### config.mk
export PLATFORM = sky130hd
export DESIGN_NAME = fetch_sequencer
export DESIGN_NICKNAME = d
export VERILOG_FILES = /design/src/rtl/fetch_sequencer_pkg.sv /design/src/rtl/fetch_sequencer_branch_lut.sv /design/src/rtl/fetch_sequencer.sv
export SDC_FILE = /design/constraint.sdc
export NUM_CORES = 1
export LEC_CHECK = 0
export ABC_AREA = 0
export CAP_MARGIN = 5
export CELL_PAD_IN_SITES_DETAIL_PLACEMENT = 2
export CELL_PAD_IN_SITES_GLOBAL_PLACEMENT = 2
export CORE_MARGIN = 1
export CORE_UTILIZATION = 38
export DETAILED_ROUTE_END_ITERATION = 16
export GPL_TIMING_DRIVEN = 0
export PLACE_DENSITY = 0.85
export SYNTH_ARGS = -nofsm -noshare
export SYNTH_HDL_FRONTEND = slang
export SYNTH_SLANG_ARGS = --single-unit
### constraint.sdc
create_clock -name CLK -period 4.5 [get_ports CLK]
set_clock_uncertainty 0.15 [all_clocks]
set_input_delay 0.9 -clock CLK [delete_from_list [all_inputs] [get_ports CLK]]
set_output_delay 0.9 -clock CLK [all_outputs]
set_load 0.01 [all_outputs]
### src/rtl/fetch_sequencer_pkg.sv
// Shared types for the fetch sequencer: sequencing state and next-PC source.
// Pure type definitions; no latency.
// No flow control.
package fetch_pkg;

    typedef enum logic [1:0] {
        IDLE   = 2'd0,
        RUN    = 2'd1,
        HALTED = 2'd2
    } state_t;

    typedef enum logic [1:0] {
        HOLD = 2'd0,
        SEQ  = 2'd1,
        ABS  = 2'd2,
        REL  = 2'd3
    } pc_sel_t;

endpackage

### src/rtl/fetch_sequencer_branch_lut.sv
// Branch-target table: register array with synchronous write and clear.
// Read is combinational; a write becomes visible after the edge.
// No flow control: writes are always accepted outside reset.
module branch_lut #(
    parameter int PC_W   = 10,
    parameter int LUT_AW = 4
) (
    input  logic              CLK,
    input  logic              RESET,
    input  logic              we,
    input  logic [LUT_AW-1:0] waddr,
    input  logic [PC_W-1:0]   wdata,
    input  logic [LUT_AW-1:0] raddr,
    output logic [PC_W-1:0]   rdata
);

    localparam int DEPTH = 1 << LUT_AW;

    logic [PC_W-1:0] mem [DEPTH];

    always_ff @(posedge CLK) begin
        if (RESET) begin
            for (int i = 0; i < DEPTH; i++) begin
                mem[i] <= '0;
            end
        end else if (we) begin
            mem[waddr] <= wdata;
        end
    end

    assign rdata = mem[raddr];

endmodule

### src/rtl/fetch_sequencer.sv
// Program counter and start/run/halt sequencer with LUT-resolved branches.
// One-cycle PC update latency; branch/halt decision is combinational on inputs.
// stall holds PC and the retire count for the cycle; no other backpressure.
module fetch_sequencer
    import fetch_pkg::*;
#(
    parameter int PC_W     = 10,
    parameter int LUT_AW   = 4,
    parameter int CNT_W    = 16,
    parameter int START_PC = 0
) (
    input  logic              CLK,
    input  logic              RESET,
    input  logic              start,
    input  logic              halt_req,
    input  logic              stall,
    input  logic              branch_en,
    input  logic              branch_cond,
    input  logic              branch_rel,
    input  logic [LUT_AW-1:0] target_idx,
    input  logic              lut_we,
    input  logic [LUT_AW-1:0] lut_waddr,
    input  logic [PC_W-1:0]   lut_wdata,
    output logic [PC_W-1:0]   PC,
    output logic              fetch_valid,
    output logic              Halt,
    output logic [CNT_W-1:0]  inst_count,
    output logic              pc_wrap
);

    state_t          state_q, state_d;
    pc_sel_t         pc_sel;
    logic [PC_W-1:0] pc_q, pc_d;
    logic [CNT_W-1:0] cnt_q;
    logic            wrap_q;
    logic            restart, retire, wrap_set;
    logic [PC_W-1:0] lut_rdata;

    branch_lut #(
        .PC_W   (PC_W),
        .LUT_AW (LUT_AW)
    ) u_lut (
        .CLK   (CLK),
        .RESET (RESET),
        .we    (lut_we),
        .waddr (lut_waddr),
        .wdata (lut_wdata),
        .raddr (target_idx),
        .rdata (lut_rdata)
    );

    always_comb begin
        state_d = state_q;
        pc_sel  = HOLD;
        restart = 1'b0;
        retire  = 1'b0;
        case (state_q)
            IDLE, HALTED: begin
                if (start) begin
                    state_d = RUN;
                    restart = 1'b1;
                end
            end
            RUN: begin
                if (halt_req) begin
                    state_d = HALTED;
                    retire  = 1'b1;
                end else if (!stall) begin
                    retire = 1'b1;
                    if (branch_en && branch_cond) begin
                        pc_sel = branch_rel ? REL : ABS;
                    end else begin
                        pc_sel = SEQ;
                    end
                end
            end
            default: state_d = IDLE;
        endcase
    end

    // Relative add is plain modular addition: a two's-complement entry needs no sign handling.
    always_comb begin
        pc_d = pc_q;
        case (pc_sel)
            SEQ:     pc_d = pc_q + PC_W'(1);
            ABS:     pc_d = lut_rdata;
            REL:     pc_d = pc_q + lut_rdata;
            default: pc_d = pc_q;
        endcase
        if (restart) begin
            pc_d = PC_W'(START_PC);
        end
    end

    assign wrap_set = (pc_sel == SEQ) && (&pc_q);

    always_ff @(posedge CLK) begin
        if (RESET) begin
            state_q <= IDLE;
            pc_q    <= PC_W'(START_PC);
            cnt_q   <= '0;
            wrap_q  <= 1'b0;
        end else begin
            state_q <= state_d;
            pc_q    <= pc_d;
            if (restart) begin
                cnt_q  <= '0;
                wrap_q <= 1'b0;
            end else begin
                if (retire && !(&cnt_q)) begin
                    cnt_q <= cnt_q + CNT_W'(1);
                end
                if (wrap_set) begin
                    wrap_q <= 1'b1;
                end
            end
        end
    end

    assign PC          = pc_q;
    assign fetch_valid = (state_q == RUN);
    assign Halt        = (state_q == HALTED);
    assign inst_count  = cnt_q;
    assign pc_wrap     = wrap_q;

endmodule

==> results.md <==
- Post-synth net total: 702
- DRT iter0 DRCs: 461
- Synthesis-stage register bit count: between 150 and 200
- Pre-CTS setup slack: -1.10 ns
- Min-Delay Path Depth: 2
- Netlist cell types: 49
- Largest net degree at the start of global routing: 20
- CP required: 4.70 ns
- Power per cell area: about 370 mW/mm²
- TritonCTS Buffers: 17
- Most common cell after layout, fill and taps aside: and2_1
- Final WL: around 30,000 µm
- H-tree depth: 4
- Post-route total power: 0.00399 W
- Largest buffer count on any clock path: 2
- Yosys warning count: 0
- Worst Path Buf+Inv: 2
- Post-Synth XOR/XNOR Area: 0.0183
- First-pass GRT wire length: 44,600 µm
- Final Net Count: 794
- CTS Hold Bufs: 0
- First drt pass iteration count: 5
- Cell mode on critical path: mux4_2
- Gp weighted congestion: 0.849
- Final Max Tran Viols: 0
- Row cnt: 56
- Post-Synth Adder-Cell Area: 0.0160
- Fmax: 0.228 GHz
- Critical path fanouts, max: 10
- ANT cells: 0
- FFs w/ async S/R, synth: 0
- Reg2Reg Depth: 11
- CTS sink cnt: roughly 190
- Clock transition at path regs: approximately 0.07 ns
- Startpoint Class: input pin
- Synth Area in Simple Gates: 0.180
- Final Critical Period: roughly 4.4 ns
- Syn Area/Cell: ~14 µm²
- Top FF cell, synth: edfxtp_1
- Final cycle utilization of the critical path: 0.976
- Total via count in the routed design: ~6.0k
- Endpoints failing setup: 0
- Vias in the first global route: between 6k and 7k
- Detail-routed net length per standard cell: 27.2 µm
- Die Wd: 157 µm
- Worst Path Arrival: 4.59 ns
- Mapped Area: just over 0.009 mm²
- Critical Path, Cell by Cell: clkbuf_2 -> clkbuf_4 -> mux4_2 -> mux4_2 -> or3_1 -> ha_1 -> fa_2 -> a21o_1 -> a21oi_4 -> o211ai_1 -> and3_1 -> o31a_1 -> a211oi_2
- Hold wc startpoint: pc_wrap
- Hold Violations, Final: 0
- Status: complete, no violations
- GRT overflow: 0
- ANT nets after route: 0
- Syn Inst Count: between 600 and 700
- CP endpoint kind: register
- Max-cap viol count: 0
- Hold Path Sink: pc_wrap
- Largest family of logic cells by synthesized area: simple AND/OR/NAND/NOR gates
- Share of cells above drive strength 1: 0.150
- Final WS setup: 0.109 ns
- Leakage: 3.72 nW
- Reg2Reg Capture Point: PC[8]
- Sequential share of the synthesized area: 0.594
- P&R area growth vs syn: 19.7%
- Hold Crit Class: reg2reg
- Antenna violations before repair: 0
- Most frequent cells in the layout: and2_1 (168), edfxtp_1 (160), clkdlybuf4s50_1 (52), nor2_1 (46), mux4_2 (44)
- Port bufs: 54
- Worst VDD drop: 0.246 mV
- Starting Density: 0.386
- Critical path class: in2reg
- Clock tree root driver cell: clkbuf_16
- Slew margin rel.: 0.239
- CP delay by family, top: compound AO/OA/AOI/OAI gates
- Die area: 0.0245 mm²
- Measured slew at the worst slew-check pin: 1.14 ns
- I/O pins: 56
- CP max-delay cell: mux4_2
- Post-synth EDFFs: 160
- Core area: 0.0235 mm²
- Clock latency on the worst-skew pair: 0.44 ns
- Critical Path Max Stage Delay: 0.49 ns
- Multiplexer area fraction after synthesis: 0.132
- RR Startpoint: u_lut.mem[15][0]
- Final HPWL DP: 21,100 µm
- RSZ-0062 raised after global routing: no
- Die H: 157 µm
- Compound-gate portion of the synthesized area: 0.0378
- TritonCTS clock tree: yes
- R2r setup slk: 0.59 ns
- # DRC: 0
- Global-route usage over all layers: 0.257
- Vias per Instance: about 5.5
==> metal layers <==
layer | GRT usage | vias up | part of all wire
li1 | - | 2634 | -
met1 | 0.309 | 3158 | 0.40
met2 | 0.472 | 196 | 0.53
met3 | 0.0399 | 43 | 0.042
met4 | 0.0770 | 0 | 0.021
met5 | 0 | - | 0
==> per-stage QoR <==
stage | hold WS, ns | cell area (µm²) | util | setup TNS [ns] | cells
finish | 0.338 | 10900 | 0.463 | 0 | 1088
global route | 0.396 | 10900 | 0.463 | 0 | 1088
CTS | 0.352 | 10800 | 0.461 | 0 | 1085
detailed placement | 0.335 | 10100 | 0.431 | -4.91 | 1049
floorplan | 0.355 | 9070 | - | 0 | 664
global placement | 0.301 | 10000 | 0.427 | -5.61 | 1037
==> state kept, by name (all words and copies together) (netlist names) <==
name	flops
PC	10
inst_count	16
pc_wrap	1
u_lut.mem	160
state_q	2
==> power breakdown <==
| part | total [W] | switching, W | internal [W] |
|---|---|---|---|
| registers | 0.00202 | 0.0000345 | 0.00198 |
| clock network | 0.00162 | 0.000764 | 0.000852 |
| logic | 0.000355 | 0.000203 | 0.000152 |
==> worst max-delay path by stage <==
stage                     slack (ns)  cells past startpoint  endpoint     startpoint
after floorplan                 0.02                     13     PC[8]  target_idx[0]
after global placement         -1.05                     13     PC[8]  target_idx[0]
after detailed placement       -1.10                     13     PC[8]  target_idx[0]
after CTS                       0.04                     14     PC[8]  target_idx[0]
after global routing            0.03                     13     PC[7]  target_idx[0]
final                           0.11                     13     PC[8]  target_idx[1]
==> Yosys cell counts, drive strengths merged (9+ instances only) <==
library cell / number / area, µm²
ha: 10 / 125
nor3: 15 / 75.1
xnor2: 13 / 114
inv: 11 / 41.3
edfxtp: 160 / 4800
and2: 168 / 1050
nor2: 46 / 173
dfxtp: 29 / 581
clkbuf: 23 / 87.6
nand2: 23 / 86.3
o21ai: 19 / 95.1
a21oi: 12 / 60.1
buf: 9 / 73.8
mux4: 49 / 1120
==> repair_timing <==
action	CTS	global route
gates resized for setup	15	5
setup buffers	4	3
pin swaps	1	2
setup endpoints to repair	6	3
==> cell type report <==
cell class | instances | area (µm²)
buffer | 32 | 201
clock buffer | 17 | 425
clock inverter | 15 | 200
fill | 2272 | 12600
inverter | 11 | 41.3
multi-input combinational | 432 | 3500
sequential | 189 | 5390
tap | 319 | 399
timing repair buffer | 73 | 703
==> worst reg2reg max path, delay by kind of cell, from the launching register on <==
kind,cells,cell delay [ns]
muxes,2,1.06
DFF,1,0.38
AOI/OAI and AO/OA,5,1.09
and+or+nand+nor,2,0.56
adders and majority gates,2,0.60
==> cell families (layout without fill, tap and decap cells) <==
logic type / Yosys count / in the layout
AOI/OAI and AO/OA: 54 / 54
xor gates and xnor gates: 19 / 19
DFF: 189 / 189
buffers and inverters: 43 / 148
muxes: 56 / 56
adders and majority gates: 11 / 11
and+or+nand+nor: 292 / 292
Note: power is estimated with default switching activity, not from simulation.
